==> config.mk <==
export PLATFORM = sky130hd
export DESIGN_NAME = mem_port_arbiter_flat
export DESIGN_NICKNAME = d
export VERILOG_FILES = /design/src/rtl/mem_port_arbiter_pkg.sv /design/src/rtl/mem_port_arbiter_if.sv /design/src/rtl/mem_port_arbiter_pick.sv /design/src/rtl/mem_port_arbiter.sv /design/src/flat_wrapper.sv
export SDC_FILE = /design/constraint.sdc
export NUM_CORES = 1
export LEC_CHECK = 0
export CORE_UTILIZATION = 40
export DETAILED_ROUTE_END_ITERATION = 10
export HOLD_SLACK_MARGIN = 0.08
export PLACE_DENSITY = 0.87
export SYNTH_ARGS = -nofsm -noshare
export SYNTH_HDL_FRONTEND = slang
export SYNTH_SLANG_ARGS = --single-unit
==> constraint.sdc <==
create_clock -name CLK -period 2 [get_ports CLK]
set_input_delay 0.4 -clock CLK [delete_from_list [all_inputs] [get_ports CLK]]
set_output_delay 0.4 -clock CLK [all_outputs]
set_load 0.1 [all_outputs]
==> src/rtl/mem_port_arbiter_pkg.sv <==
// Shared types and constants for the two-port external memory arbiter.
// Imported by the interface, the winner-select logic and the top level.
package mem_arb_pkg;

    typedef enum logic [0:0] {
        IDLE    = 1'b0,
        RD_WAIT = 1'b1
    } state_e;

    localparam int PORT_CPU = 0;
    localparam int PORT_AUX = 1;
    localparam int LAT_W    = 3;
    // Wide enough for STARVE_MAX up to 15
    localparam int STARVE_W = 4;

endpackage

==> src/rtl/mem_port_arbiter_if.sv <==
// Requester and memory-side signals of the memory port arbiter.
// Handshake: REQn is held with WEn/LOCKn/ADDRn/WDATn stable until GNTn pulses for one cycle.
// That pulse means the access was issued; a dropped REQn before GNTn withdraws it.
interface mem_port_arbiter_if
    import mem_arb_pkg::*;
#(
    parameter int ADDR_W = 32,
    parameter int DATA_W = 16
);
    logic              REQ0;
    logic              WE0;
    logic              LOCK0;
    logic [ADDR_W-1:0] ADDR0;
    logic [DATA_W-1:0] WDAT0;
    logic              GNT0;
    logic              RVALID0;
    logic [DATA_W-1:0] RDAT0;

    logic              REQ1;
    logic              WE1;
    logic              LOCK1;
    logic [ADDR_W-1:0] ADDR1;
    logic [DATA_W-1:0] WDAT1;
    logic              GNT1;
    logic              RVALID1;
    logic [DATA_W-1:0] RDAT1;

    logic [ADDR_W-1:0] MADDR;
    logic [DATA_W-1:0] MWDAT;
    logic              MWE;
    logic              MRE;
    logic [DATA_W-1:0] MRDAT;
    logic              BUSY;

    state_e            dbg_state;
    logic [STARVE_W-1:0] dbg_starve;

    modport slave (
        input  REQ0, WE0, LOCK0, ADDR0, WDAT0,
        input  REQ1, WE1, LOCK1, ADDR1, WDAT1,
        input  MRDAT,
        output GNT0, RVALID0, RDAT0,
        output GNT1, RVALID1, RDAT1,
        output MADDR, MWDAT, MWE, MRE, BUSY,
        output dbg_state, dbg_starve
    );

    modport master (
        output REQ0, WE0, LOCK0, ADDR0, WDAT0,
        output REQ1, WE1, LOCK1, ADDR1, WDAT1,
        output MRDAT,
        input  GNT0, RVALID0, RDAT0,
        input  GNT1, RVALID1, RDAT1,
        input  MADDR, MWDAT, MWE, MRE, BUSY,
        input  dbg_state, dbg_starve
    );

endinterface

==> src/rtl/mem_port_arbiter_pick.sv <==
// Combinational winner select for two requesters: lock, then starvation, then priority/round-robin.
module arb_pick2
    import mem_arb_pkg::*;
#(
    parameter int CPU_PRIO   = 1,
    parameter int STARVE_MAX = 4
) (
    input  logic [1:0]          req,
    input  logic                lock,
    input  logic                lock_port,
    input  logic                rr_last,
    input  logic [STARVE_W-1:0] starve_cnt,
    output logic                win_valid,
    output logic                win_port
);

    always_comb begin
        win_valid = 1'b0;
        win_port  = 1'(PORT_CPU);
        if (lock && req[lock_port]) begin
            win_valid = 1'b1;
            win_port  = lock_port;
        end else if (req == 2'b11) begin
            // A lock whose owner has gone quiet falls through to normal arbitration
            win_valid = 1'b1;
            if (starve_cnt == STARVE_W'(STARVE_MAX))
                win_port = 1'(PORT_AUX);
            else if (CPU_PRIO != 0)
                win_port = 1'(PORT_CPU);
            else
                win_port = ~rr_last;
        end else if (req[PORT_CPU]) begin
            win_valid = 1'b1;
            win_port  = 1'(PORT_CPU);
        end else if (req[PORT_AUX]) begin
            win_valid = 1'b1;
            win_port  = 1'(PORT_AUX);
        end
    end

endmodule

==> src/rtl/mem_port_arbiter.sv <==
// Shares one registered external memory port between the CPU path (port 0) and an auxiliary master (port 1).
// Each access: arbitration, registered issue, then a fixed read latency before data return.
module mem_port_arbiter
    import mem_arb_pkg::*;
#(
    parameter int ADDR_W     = 32,
    parameter int DATA_W     = 16,
    parameter int MEM_LAT    = 1,
    parameter int CPU_PRIO   = 1,
    parameter int STARVE_MAX = 4
) (
    input logic               CLK,
    input logic               RSTN,
    mem_port_arbiter_if.slave bus
);

    state_e              state, state_nxt;
    logic [LAT_W-1:0]    cnt, cnt_nxt;
    logic                lock_q, lock_nxt;
    logic                lock_port, lock_port_nxt;
    logic                rr_last, rr_nxt;
    logic [STARVE_W-1:0] starve_cnt, starve_nxt;
    logic                rd_port, rd_port_nxt;
    logic [ADDR_W-1:0]   maddr_q, maddr_nxt;
    logic [DATA_W-1:0]   mwdat_q, mwdat_nxt;
    logic                mwe_q, mwe_nxt;
    logic                mre_q, mre_nxt;
    logic [1:0]          gnt_q, gnt_nxt;
    logic [1:0]          rvalid_q, rvalid_nxt;
    logic [DATA_W-1:0]   rdat0_q, rdat0_nxt;
    logic [DATA_W-1:0]   rdat1_q, rdat1_nxt;

    logic [1:0] req;
    logic       win_valid;
    logic       win_port;
    logic       sample;
    logic       we_w;
    logic       lock_w;

    assign req = {bus.REQ1, bus.REQ0};
    // The request is still held during its grant cycle, so arbitration skips that cycle
    assign sample = (state == IDLE) && (gnt_q == 2'b00);
    assign we_w   = win_port ? bus.WE1   : bus.WE0;
    assign lock_w = win_port ? bus.LOCK1 : bus.LOCK0;

    arb_pick2 #(
        .CPU_PRIO   (CPU_PRIO),
        .STARVE_MAX (STARVE_MAX)
    ) u_pick (
        .req        (req),
        .lock       (lock_q),
        .lock_port  (lock_port),
        .rr_last    (rr_last),
        .starve_cnt (starve_cnt),
        .win_valid  (win_valid),
        .win_port   (win_port)
    );

    always_ff @(posedge CLK or negedge RSTN) begin
        if (!RSTN) begin
            state      <= IDLE;
            cnt        <= '0;
            lock_q     <= 1'b0;
            lock_port  <= 1'b0;
            rr_last    <= 1'b1;
            starve_cnt <= '0;
            rd_port    <= 1'b0;
            maddr_q    <= '0;
            mwdat_q    <= '0;
            mwe_q      <= 1'b0;
            mre_q      <= 1'b0;
            gnt_q      <= 2'b00;
            rvalid_q   <= 2'b00;
            rdat0_q    <= '0;
            rdat1_q    <= '0;
        end else begin
            state      <= state_nxt;
            cnt        <= cnt_nxt;
            lock_q     <= lock_nxt;
            lock_port  <= lock_port_nxt;
            rr_last    <= rr_nxt;
            starve_cnt <= starve_nxt;
            rd_port    <= rd_port_nxt;
            maddr_q    <= maddr_nxt;
            mwdat_q    <= mwdat_nxt;
            mwe_q      <= mwe_nxt;
            mre_q      <= mre_nxt;
            gnt_q      <= gnt_nxt;
            rvalid_q   <= rvalid_nxt;
            rdat0_q    <= rdat0_nxt;
            rdat1_q    <= rdat1_nxt;
        end
    end

    always_comb begin
        state_nxt     = state;
        cnt_nxt       = cnt;
        lock_nxt      = lock_q;
        lock_port_nxt = lock_port;
        rr_nxt        = rr_last;
        starve_nxt    = starve_cnt;
        rd_port_nxt   = rd_port;
        maddr_nxt     = maddr_q;
        mwdat_nxt     = mwdat_q;
        mwe_nxt       = 1'b0;
        mre_nxt       = 1'b0;
        gnt_nxt       = 2'b00;
        rvalid_nxt    = 2'b00;
        rdat0_nxt     = rdat0_q;
        rdat1_nxt     = rdat1_q;

        case (state)
            IDLE: begin
                if (sample) begin
                    if (lock_q && !req[lock_port])
                        lock_nxt = 1'b0;
                    if (win_valid) begin
                        gnt_nxt[win_port] = 1'b1;
                        maddr_nxt         = win_port ? bus.ADDR1 : bus.ADDR0;
                        mwdat_nxt         = win_port ? bus.WDAT1 : bus.WDAT0;
                        mwe_nxt           = we_w;
                        mre_nxt           = ~we_w;
                        rr_nxt            = win_port;
                        lock_nxt          = lock_w;
                        lock_port_nxt     = win_port;
                        if (!we_w) begin
                            state_nxt   = RD_WAIT;
                            cnt_nxt     = LAT_W'(MEM_LAT - 1);
                            rd_port_nxt = win_port;
                        end
                    end
                end
            end
            RD_WAIT: begin
                if (cnt == '0) begin
                    rvalid_nxt[rd_port] = 1'b1;
                    if (rd_port)
                        rdat1_nxt = bus.MRDAT;
                    else
                        rdat0_nxt = bus.MRDAT;
                    state_nxt = IDLE;
                end else begin
                    cnt_nxt = cnt - 1'b1;
                end
            end
            default: state_nxt = IDLE;
        endcase

        // Counts only real arbitration losses; an idle port 1 is never starving
        if (!bus.REQ1)
            starve_nxt = '0;
        else if (sample && win_valid) begin
            if (win_port)
                starve_nxt = '0;
            else if (starve_cnt != STARVE_W'(STARVE_MAX))
                starve_nxt = starve_cnt + 1'b1;
        end
    end

    assign bus.GNT0       = gnt_q[0];
    assign bus.GNT1       = gnt_q[1];
    assign bus.RVALID0    = rvalid_q[0];
    assign bus.RVALID1    = rvalid_q[1];
    assign bus.RDAT0      = rdat0_q;
    assign bus.RDAT1      = rdat1_q;
    assign bus.MADDR      = maddr_q;
    assign bus.MWDAT      = mwdat_q;
    assign bus.MWE        = mwe_q;
    assign bus.MRE        = mre_q;
    assign bus.BUSY       = (state != IDLE) || lock_q;
    assign bus.dbg_state  = state;
    assign bus.dbg_starve = starve_cnt;

endmodule
==> src/flat_wrapper.sv <==
// flat-port wrapper written by rule: the top's interface ports become plain ports
module mem_port_arbiter_flat import mem_arb_pkg::*;
#(
    parameter int ADDR_W     = 32,
    parameter int DATA_W     = 16,
    parameter int MEM_LAT    = 1,
    parameter int CPU_PRIO   = 1,
    parameter int STARVE_MAX = 4
)
  (CLK, RSTN, bus_REQ0, bus_WE0, bus_LOCK0, bus_ADDR0, bus_WDAT0, bus_REQ1, bus_WE1, bus_LOCK1, bus_ADDR1, bus_WDAT1, bus_MRDAT, bus_GNT0, bus_RVALID0, bus_RDAT0, bus_GNT1, bus_RVALID1, bus_RDAT1, bus_MADDR, bus_MWDAT, bus_MWE, bus_MRE, bus_BUSY, bus_dbg_state, bus_dbg_starve);
  mem_port_arbiter_if #(.ADDR_W(ADDR_W), .DATA_W(DATA_W)) bus_i ();
  input logic CLK;
  input logic RSTN;
  input wire logic [$bits(bus_i.REQ0)-1:0] bus_REQ0;
  input wire logic [$bits(bus_i.WE0)-1:0] bus_WE0;
  input wire logic [$bits(bus_i.LOCK0)-1:0] bus_LOCK0;
  input wire logic [$bits(bus_i.ADDR0)-1:0] bus_ADDR0;
  input wire logic [$bits(bus_i.WDAT0)-1:0] bus_WDAT0;
  input wire logic [$bits(bus_i.REQ1)-1:0] bus_REQ1;
  input wire logic [$bits(bus_i.WE1)-1:0] bus_WE1;
  input wire logic [$bits(bus_i.LOCK1)-1:0] bus_LOCK1;
  input wire logic [$bits(bus_i.ADDR1)-1:0] bus_ADDR1;
  input wire logic [$bits(bus_i.WDAT1)-1:0] bus_WDAT1;
  input wire logic [$bits(bus_i.MRDAT)-1:0] bus_MRDAT;
  output wire logic [$bits(bus_i.GNT0)-1:0] bus_GNT0;
  output wire logic [$bits(bus_i.RVALID0)-1:0] bus_RVALID0;
  output wire logic [$bits(bus_i.RDAT0)-1:0] bus_RDAT0;
  output wire logic [$bits(bus_i.GNT1)-1:0] bus_GNT1;
  output wire logic [$bits(bus_i.RVALID1)-1:0] bus_RVALID1;
  output wire logic [$bits(bus_i.RDAT1)-1:0] bus_RDAT1;
  output wire logic [$bits(bus_i.MADDR)-1:0] bus_MADDR;
  output wire logic [$bits(bus_i.MWDAT)-1:0] bus_MWDAT;
  output wire logic [$bits(bus_i.MWE)-1:0] bus_MWE;
  output wire logic [$bits(bus_i.MRE)-1:0] bus_MRE;
  output wire logic [$bits(bus_i.BUSY)-1:0] bus_BUSY;
  output wire logic [$bits(bus_i.dbg_state)-1:0] bus_dbg_state;
  output wire logic [$bits(bus_i.dbg_starve)-1:0] bus_dbg_starve;
  assign bus_i.REQ0 = bus_REQ0;
  assign bus_i.WE0 = bus_WE0;
  assign bus_i.LOCK0 = bus_LOCK0;
  assign bus_i.ADDR0 = bus_ADDR0;
  assign bus_i.WDAT0 = bus_WDAT0;
  assign bus_i.REQ1 = bus_REQ1;
  assign bus_i.WE1 = bus_WE1;
  assign bus_i.LOCK1 = bus_LOCK1;
  assign bus_i.ADDR1 = bus_ADDR1;
  assign bus_i.WDAT1 = bus_WDAT1;
  assign bus_i.MRDAT = bus_MRDAT;
  assign bus_GNT0 = bus_i.GNT0;
  assign bus_RVALID0 = bus_i.RVALID0;
  assign bus_RDAT0 = bus_i.RDAT0;
  assign bus_GNT1 = bus_i.GNT1;
  assign bus_RVALID1 = bus_i.RVALID1;
  assign bus_RDAT1 = bus_i.RDAT1;
  assign bus_MADDR = bus_i.MADDR;
  assign bus_MWDAT = bus_i.MWDAT;
  assign bus_MWE = bus_i.MWE;
  assign bus_MRE = bus_i.MRE;
  assign bus_BUSY = bus_i.BUSY;
  assign bus_dbg_state = bus_i.dbg_state;
  assign bus_dbg_starve = bus_i.dbg_starve;
  mem_port_arbiter #(.ADDR_W(ADDR_W), .DATA_W(DATA_W), .MEM_LAT(MEM_LAT), .CPU_PRIO(CPU_PRIO), .STARVE_MAX(STARVE_MAX)) u_core (.CLK(CLK), .RSTN(RSTN), .bus(bus_i));
endmodule
Word-level counts from Yosys, hierarchy flattened --
Index checks and enable logic that the tools add are counted.
Word-level totals: bits in registers 97, latch bits 0, memory bits (writable) 0, ROM bits 0, bits of input ports 120, word-level logic and storage cells 96, memories kept 0
Operators by class: add/sub/neg operators 2, multiply operators 0, div/mod/pow operators 0, $lt $le $gt $ge 5, eq/ne operators 9, shift-type cells 0, muxes and demuxes 45, bitwise logic cells 3, reduce and logical (&&, ||, !) cells 18
Operators by type and width (count):
- two-way mux 32 bit | 1
- two-way mux 1 bit | 26
- two-way mux 16 bit | 1
- two-way mux 4 bit | 4
- two-way mux 3 bit | 4
- AND reduction 3 bit | 4
- two-way mux 2 bit | 5
- AND reduction 4 bit | 2
- logical AND 1 bit | 6
- < comparator 1 x 2 -> 1 bit, second input constant | 3
- inequality test 2 x 1 -> 1 bit, second input constant | 3
- case mux 3 bit (2 select lines) | 1
- adder 4 x 1 -> 4 bit, second input constant | 1
- == test 4 x 3 -> 1 bit, second input constant | 1
- inequality test 2 bit, second input constant | 2
- inequality test 4 x 3 -> 1 bit, second input constant | 1
- logical NOT 3 bit | 1
- inequality test 3 x 1 -> 1 bit, second input constant | 1
- NOT 1 bit | 3
- subtractor 3 x 1 -> 3 bit, second input constant | 1
- demux 1 bit (select 1 bit) | 2
- == test 2 bit, second input constant | 1
- >= comparator 1 bit, second input constant | 2
- logical NOT 2 bit | 1
- 5 further kinds | 5

Depth between registers and ports, before layout --
Gate-level depths: netlist of the first run.
word-level depth 11, gate-level depth with buffers 8

Modules after synthesis --
From an unflattened synthesis of the first run, not the netlist that was laid out.
Unflattened totals: cells, all modules 365, area, all modules 4305.4 µm²
Modules (own cells, without submodules):
- mem_port_arbiter | instances 1, cells an instance 360, area an instance 4267.8 µm², sequential area each 2453.6 µm²
- arb_pick2 | instances 1, cells an instance 5, area an instance 37.5 µm², sequential area each 0.0 µm²

Worst setup path after synthesis of the first run --
Ideal clock, no wire load.
path kind register to register, start point register u_core.starve_cnt[0] (netlist: u_core.bus.dbg_starve[0]), end point register u_core.mwdat_q[6] (netlist: u_core.bus.MWDAT[6]), setup time 127 ps, arrival time 2319 ps, data required time 1873 ps, path slack -446 ps, cell stages (with the launch flop) 8, path buffers 1, period minus slack after synthesis 2446 ps, path through dfrtp_1 -> inv_1 -> ha_1 -> nand4bb_4 -> a31o_2 -> nor2_4 -> buf_4 -> a221o_2
On the way: longest elaborated chain between the ends 5
RTL lines:
- start, declared | RTL line mem_port_arbiter.sv:22 | logic [STARVE_W-1:0] starve_cnt, starve_nxt;
- start signal, assigned | RTL line mem_port_arbiter.sv:82 | starve_cnt <= starve_nxt;
- == test 4 x 3 -> 1 bit | RTL line mem_port_arbiter_pick.sv:26 | if (starve_cnt == STARVE_W'(STARVE_MAX))
- two-way mux 1 bit | RTL line mem_port_arbiter_pick.sv:26
- two-way mux 1 bit | RTL line mem_port_arbiter_pick.sv:23 | end else if (req == 2'b11) begin
- two-way mux 1 bit | RTL line mem_port_arbiter_pick.sv:20 | if (lock && req[lock_port]) begin
- two-way mux 16 bit | RTL line mem_port_arbiter.sv:120 | mwdat_nxt = win_port ? bus.WDAT1 : bus.WDAT0;
- end signal, assigned | RTL line mem_port_arbiter.sv:85 | mwdat_q <= mwdat_nxt;
- end, declared | RTL line mem_port_arbiter.sv:25 | logic [DATA_W-1:0] mwdat_q, mwdat_nxt;
No other way between the ends. A chain may end at the register's enable or synchronous reset.

Worst setup path after layout of the first run --
start point register u_core.starve_cnt[1] (netlist: u_core.bus.dbg_starve[1]), end point register u_core.cnt[0]
On the way: longest elaborated chain between the ends 7
RTL lines:
- == test 4 x 3 -> 1 bit | RTL line mem_port_arbiter_pick.sv:26
- two-way mux 1 bit | RTL line mem_port_arbiter_pick.sv:26
- two-way mux 1 bit | RTL line mem_port_arbiter_pick.sv:23
- two-way mux 1 bit | RTL line mem_port_arbiter_pick.sv:20
- two-way mux 1 bit | RTL line mem_port_arbiter.sv:43 | assign we_w = win_port ? bus.WE1 : bus.WE0;
- inequality test 2 bit (no source line)
- AND reduction 4 bit (no source line)
- end signal, assigned | RTL line mem_port_arbiter.sv:78 | cnt <= cnt_nxt;
- end, declared | RTL line mem_port_arbiter.sv:18 | logic [LAT_W-1:0] cnt, cnt_nxt;
No other way between the ends.

==> impl_metrics.json, run 1 <==
{
  "status": "completed",
  "synthDominantCellAreaShare_pct": 58.2,
  "arrival_ps": 2140,
  "syn_avg_cell_area_um2": 12.1,
  "met2_usage_pct": 39.0,
  "cp_top_family": "compound AO/OA/AOI/OAI gates",
  "grt_start_max_net_pins": 49,
  "final_layout_size_suffix_gt1_share_pct": 27.5,
  "grt_usage_pct": 21.9,
  "htree_levels": 3,
  "ant_nets": 0,
  "worst_path_max_delay_cell": "dfrtp_4",
  "syn2layout_area_growth_pct": 57.1,
  "syn_nets": 468,
  "slew_viol_final": 0,
  "die_w_um": 104,
  "synthTopCellsByCount": "dfrtp_1, nand2_1, a221o_1",
  "rrSetupSlack_ps": 90,
  "design.die.area_um2": 10800,
  "start_kind": "flop",
  "yosys-top-cells-area": "dfrtp_1, a221o_1, nand2_1",
  "ys_ff_latch": 97,
  "setup_tns_ps": 0,
  "fin_worst_skew_ps": 11.0,
  "grt_busiest_layer": "met2",
  "ys_seq_area_share_pct": 58.2,
  "ioPinCount": 212,
  "num_vias": 3604,
  "root_buffer": "clkbuf_8",
  "hpwl_mm": 8.88,
  "slew_headroom_pct": 67.2,
  "start_util_pct": 41.9,
  "cts_tree": "yes",
  "clock_latency_ps": 360,
  "grt_pass1_vias": 3761,
  "diodes": 0,
  "grt_antenna_before_repair": 0,
  "setup_violations": 0,
  "min_period_ps": 1910,
  "grt_overflow": 0,
  "yosysUniqueCellTypes": 40,
  "hp-class": "reg -> reg",
  "cts.reportedPaths.clkPinSlew_ps": 90,
  "route.detailed.drc": 0,
  "hold_viol": 0,
  "crit_fanout": 5,
  "synth_edf_count": 0,
  "async_flop_share_pct": 100,
  "crit_required_ps": 2230,
  "crit_type": "reg -> reg",
  "fp-row-count": 36,
  "vias_per_cell": 5.13,
  "holdCritStartpoint": "u_core.bus.RDAT0[4]$_DFFE_PN0P_",
  "cts_sinks": 97,
  "fin_crit_sh_pct": 95.6,
  "slowest_delay_ps": 500,
  "layout.nets": 689,
  "use_met3_pct": 4.45,
  "fmax_mhz": 523,
  "wl_per_cell_um": 16.5,
  "syn-cell-area_um2": 4170,
  "syn_inst": 344,
  "drt_pass1_iterations": 4,
  "synth_ff_type": "dfrtp_1",
  "core_area_um2": 9950,
  "grt_pass1_wl_mm": 18.6,
  "cts_buffers": 9,
  "port_buffers": 211,
  "fp.dieH_um": 104,
  "path_cells": "inv_1, ha_2, nand4bb_4, a31o_2, a221oi_4, o21ai_0",
  "ys_warn_count": 0,
  "holdPathStages": 2,
  "wl_mm": 11.6,
  "r2r_end": "u_core.cnt[0]$_DFFE_PN0P_",
  "end_kind": "flop",
  "r2r_cells": 6,
  "rr_startpoint": "u_core.bus.dbg_starve[1]$_DFFE_PN0P_",
  "hold_end": "u_core.bus.RDAT0[4]$_DFFE_PN0P_",
  "drt_iter0_drc": 152,
  "maxCapViolCount": 0,
  "post-synth-top-area-cell": "dfrtp_1",
  "gp_congestion": 0.838,
  "cts_max_path_buffers": 2,
  "critical_path_buf_inv_count": 1,
  "worstMarginPinSlew_ps": 491,
  "synth_most_common_cell": "dfrtp_1",
  "use_met1_pct": 25.2
}
[sequential cells by signal (all words and copies together) (netlist names), 2 cells and up]
signal	flops
u_core.rvalid_q	2
u_core.bus.RDAT1	16
u_core.bus.RDAT0	16
u_core.bus.MWDAT	16
u_core.bus.dbg_starve	4
u_core.bus.MADDR	32
u_core.gnt_q	2
u_core.cnt	3
[layer usage]
metal  routed length, um  part of all wire (%)
met1                4680                    40
met3                 716                   6.2
met2                5900                    51
met5                   0                     0
met4                 302                   2.6
[per-stage QoR]
step	std cells	hold WS, ps	area [um2]	utilization (%)	setup slack (ps)
6_report	703	487	6550	65.8	87.7
5_1_grt	703	523	6550	65.8	-2.38
4_1_cts	702	490	6540	65.7	65.2
2_1_floorplan	344	104	4180	-	1.92
3_3_place_gp	685	391	6310	63.3	52.6
3_5_place_dp	685	401	6310	63.3	-1.45
[logic make-up (layout without fill, tap and decap cells)]
group,count (synthesis),count (layout),share of synthesized area [%]
AOI/OAI and AO/OA,68,68,15.3
adders and majority gates,4,4,1.20
buffers and inverters,29,255,3.99
DFF,97,97,58.2
muxes,17,17,4.56
and+or+nand+nor,129,129,16.7
[worst max-delay path by stage]
stage	start	end	slack, ps	cells after the start
2_1_floorplan	u_core.bus.dbg_starve[1]$_DFFE_PN0P_	u_core.bus.MADDR[27]$_DFFE_PN0P_	2	8
3_3_place_gp	bus_REQ1	u_core.bus.MADDR[14]$_DFFE_PN0P_	50	6
3_5_place_dp	bus_REQ1	u_core.cnt[0]$_DFFE_PN0P_	-1	5
4_1_cts	u_core.bus.dbg_starve[1]$_DFFE_PN0P_	u_core.bus.MADDR[8]$_DFFE_PN0P_	70	7
5_1_grt	u_core.bus.dbg_starve[1]$_DFFE_PN0P_	u_core.cnt[0]$_DFFE_PN0P_	-2	6
6_report	u_core.bus.dbg_starve[1]$_DFFE_PN0P_	u_core.cnt[0]$_DFFE_PN0P_	90	6
[area by class of cell]
| class | count | area, um2 |
|---|---|---|
| timing repair buffer | 230 | 2100 |
| fill | 733 | 3400 |
| multi-input combinational | 218 | 1590 |
| clock inverter | 2 | 60.1 |
| tap | 133 | 166 |
| clock buffer | 14 | 163 |
| inverter | 9 | 33.8 |
| sequential | 97 | 2440 |
[repair_timing]
action,4_1_cts,5_1_grt
endpoints found under the setup margin,0,11
hold buffers,1,0
hold endpoints to repair,36,0
setup buffers,0,1
resized for setup,0,1
[layout by cell type (no fill, tap or decap), drive strengths merged, types with 3 or more instances in the layout]
| master | Yosys | layout |
|---|---|---|
| nand2b | 4 | 4 |
| inv | 8 | 8 |
| o21ai | 5 | 5 |
| mux2 | 16 | 16 |
| nand2 | 58 | 58 |
| clkbuf | 6 | 14 |
| clkdlybuf4s50 | 0 | 118 |
| buf | 14 | 111 |
| o22ai | 3 | 3 |
| a21oi | 5 | 5 |
| and2 | 48 | 48 |
| nor2 | 5 | 5 |
| ha | 4 | 4 |
| a221o | 48 | 48 |
| dfrtp | 97 | 97 |
| nand3 | 4 | 4 |
[worst min-delay path, delay by kind of cell, from the launching register on]
family           cells  cell delay, ps
AND/OR/NAND/NOR      2             120
flip-flops           1             350
Power of run 1 is left out: the tool's default activity adds up to more than one toggle a clock period on the data nets, which glitch-free logic cannot reach.
==> run 2, diff against run 1 <==
Settings changed: GPL_ROUTABILITY_DRIVEN from default to 0, HOLD_SLACK_MARGIN 0.08 to 0.03.
==> results of run 2 <==
Same layout as run 1: the final DEF is identical, and so are final timing and power.
Power of run 2 is left out for the same reason.
==> RTL change, RTL diff (config.mk and constraints of run 2) <==
`DATA_W` is set to 16 in 3 places; all go to 14.
--- a/src/rtl/mem_port_arbiter_if.sv
+++ b/src/rtl/mem_port_arbiter_if.sv
@@ -6,5 +6,5 @@
 #(
     parameter int ADDR_W = 32,
-    parameter int DATA_W = 16
+    parameter int DATA_W = 14
 );
     logic              REQ0;
--- a/src/rtl/mem_port_arbiter.sv
+++ b/src/rtl/mem_port_arbiter.sv
@@ -5,5 +5,5 @@
 #(
     parameter int ADDR_W     = 32,
-    parameter int DATA_W     = 16,
+    parameter int DATA_W     = 14,
     parameter int MEM_LAT    = 1,
     parameter int CPU_PRIO   = 1,
--- a/src/flat_wrapper.sv
+++ b/src/flat_wrapper.sv
@@ -3,5 +3,5 @@
 #(
     parameter int ADDR_W     = 32,
-    parameter int DATA_W     = 16,
+    parameter int DATA_W     = 14,
     parameter int MEM_LAT    = 1,
     parameter int CPU_PRIO   = 1,
Ports: changed (6 resized); port bits go from 212 to 200. The function was not compared with the original's and may differ.
==> RTL change against run 2 <==
Cell area down 4.3%. Maximum frequency down 0.85%. Non-clock buffer count down 13. Synthesized area down 6.0%. Global-route usage down 0.33 points. Synthesized cell count down 5.2%. Routed wire length down 4.0%. Sequential cell count down 6. Worst setup slack worse by 16 ps.
Power is not shown: default switching activity piles up to over one toggle a cycle in this logic, so the estimate is an artifact.
==> RTL change: results (changes against run 2) <==
run status=complete, no violations; most common flop cell mapped by yosys=sky130_fd_sc_hd__dfrtp_1; Final Instance Count excl. Fillers=668 (-5.0%); vias in the first global route=3559 (-5.4%); compound-cell area share of the yosys netlist=0.155 (+0.00176); DRC violation total after the first TritonRoute iteration=108 (-29%); origin of the critical flop-to-flop path=u_core.bus.dbg_starve[0]$_DFFE_PN0P_; Port-buffer cells=199 (-5.7%); sequential share of the synthesized area=0.581 (-0.00132); via count of the routed design=3465 (-3.9%); post-detailed-placement cell area=5920 um2 (-6.1%); largest net degree at the start of global routing=48 (-2.0%); WL per Instance=16.7 um (+1.0%); worst rel slew slack=0.703 (+0.0308); Hold Crit Start=u_core.bus.RDAT0[12]$_DFFE_PN0P_; worst-path fanout max=47 (+42); count of fill cells added during filler insertion=719 (-1.9%); Worst Clk Skew=6.74 ps (-4.29 ps); multiplexer area fraction after synthesis=0.0428 (-0.00285); flip-flop count of the largest register after layout=32 (unchanged); Adder-Cell Fraction of Synth Area=0.0128 (+0.000763); cell types with the highest counts after synthesis=sky130_fd_sc_hd__dfrtp_1 (91), sky130_fd_sc_hd__nand2_1 (52), sky130_fd_sc_hd__a221o_1 (46); worst setup path endpoint=u_core.bus.MADDR[15]$_DFFE_PN0P_; first-pass GRT wire length=16900 um (-8.8%); global-route usage over all layers=0.216 (-0.00328); arrival time at the worst endpoint=2170 ps (+30 ps); global routing usage on met3=0.0631 (+0.0186); Critical R2R Capture=u_core.bus.MADDR[15]$_DFFE_PN0P_; DP Wirelength=8070 um (-9.1%); Register-to-Register Path Depth=7 (+1); dpl ws=47.7 ps (+49.1 ps); crit start category=flip-flop; post-synth cell types=39 (-2.5%); sink of the worst hold path=u_core.bus.RDAT0[12]$_DFFE_PN0P_; Hold Worst Slack=483 ps (-3.72 ps); Max Clk Rate=519 MHz (-0.85%); Worst path top cell family by delay=flip-flops; Post-Synthesis Cells=326 (-5.2%); share of cells above drive strength 1=0.278 (+0.00285)
-- RTL change: cell count changes after synthesis, sizes merged --
cell / run 2 / this run
dfrtp: 97 / 91
mux2: 16 / 14
a221o: 48 / 46
clkinv: 1 / 0
nand2: 58 / 52
and2: 48 / 46
inv: 8 / 9
-- RTL change: cell type report --
type	count	area, um2	area share
timing repair buffer	217	2050	0.326
sequential	91	2290	0.365
clock buffer	9	124	0.0198
clock inverter	7	100	0.0160
multi-input combinational	206	1510	0.241
inverter	9	33.8	0.00539
tap	129	161	0.0258
-- RTL change: repair_timing --
item	CTS	global route
buffers inserted	0	1
hold buffers	1	0
resized for setup	0	4
hold endpoints to repair	29	0
setup endpoints to repair	0	23
-- RTL change: metal layers --
layer / share of wire / vias to the layer above
met1: 0.38 / 1685
li1: - / 1586
met5: 0 / -
met3: 0.085 / 27
met2: 0.51 / 167
met4: 0.024 / 0
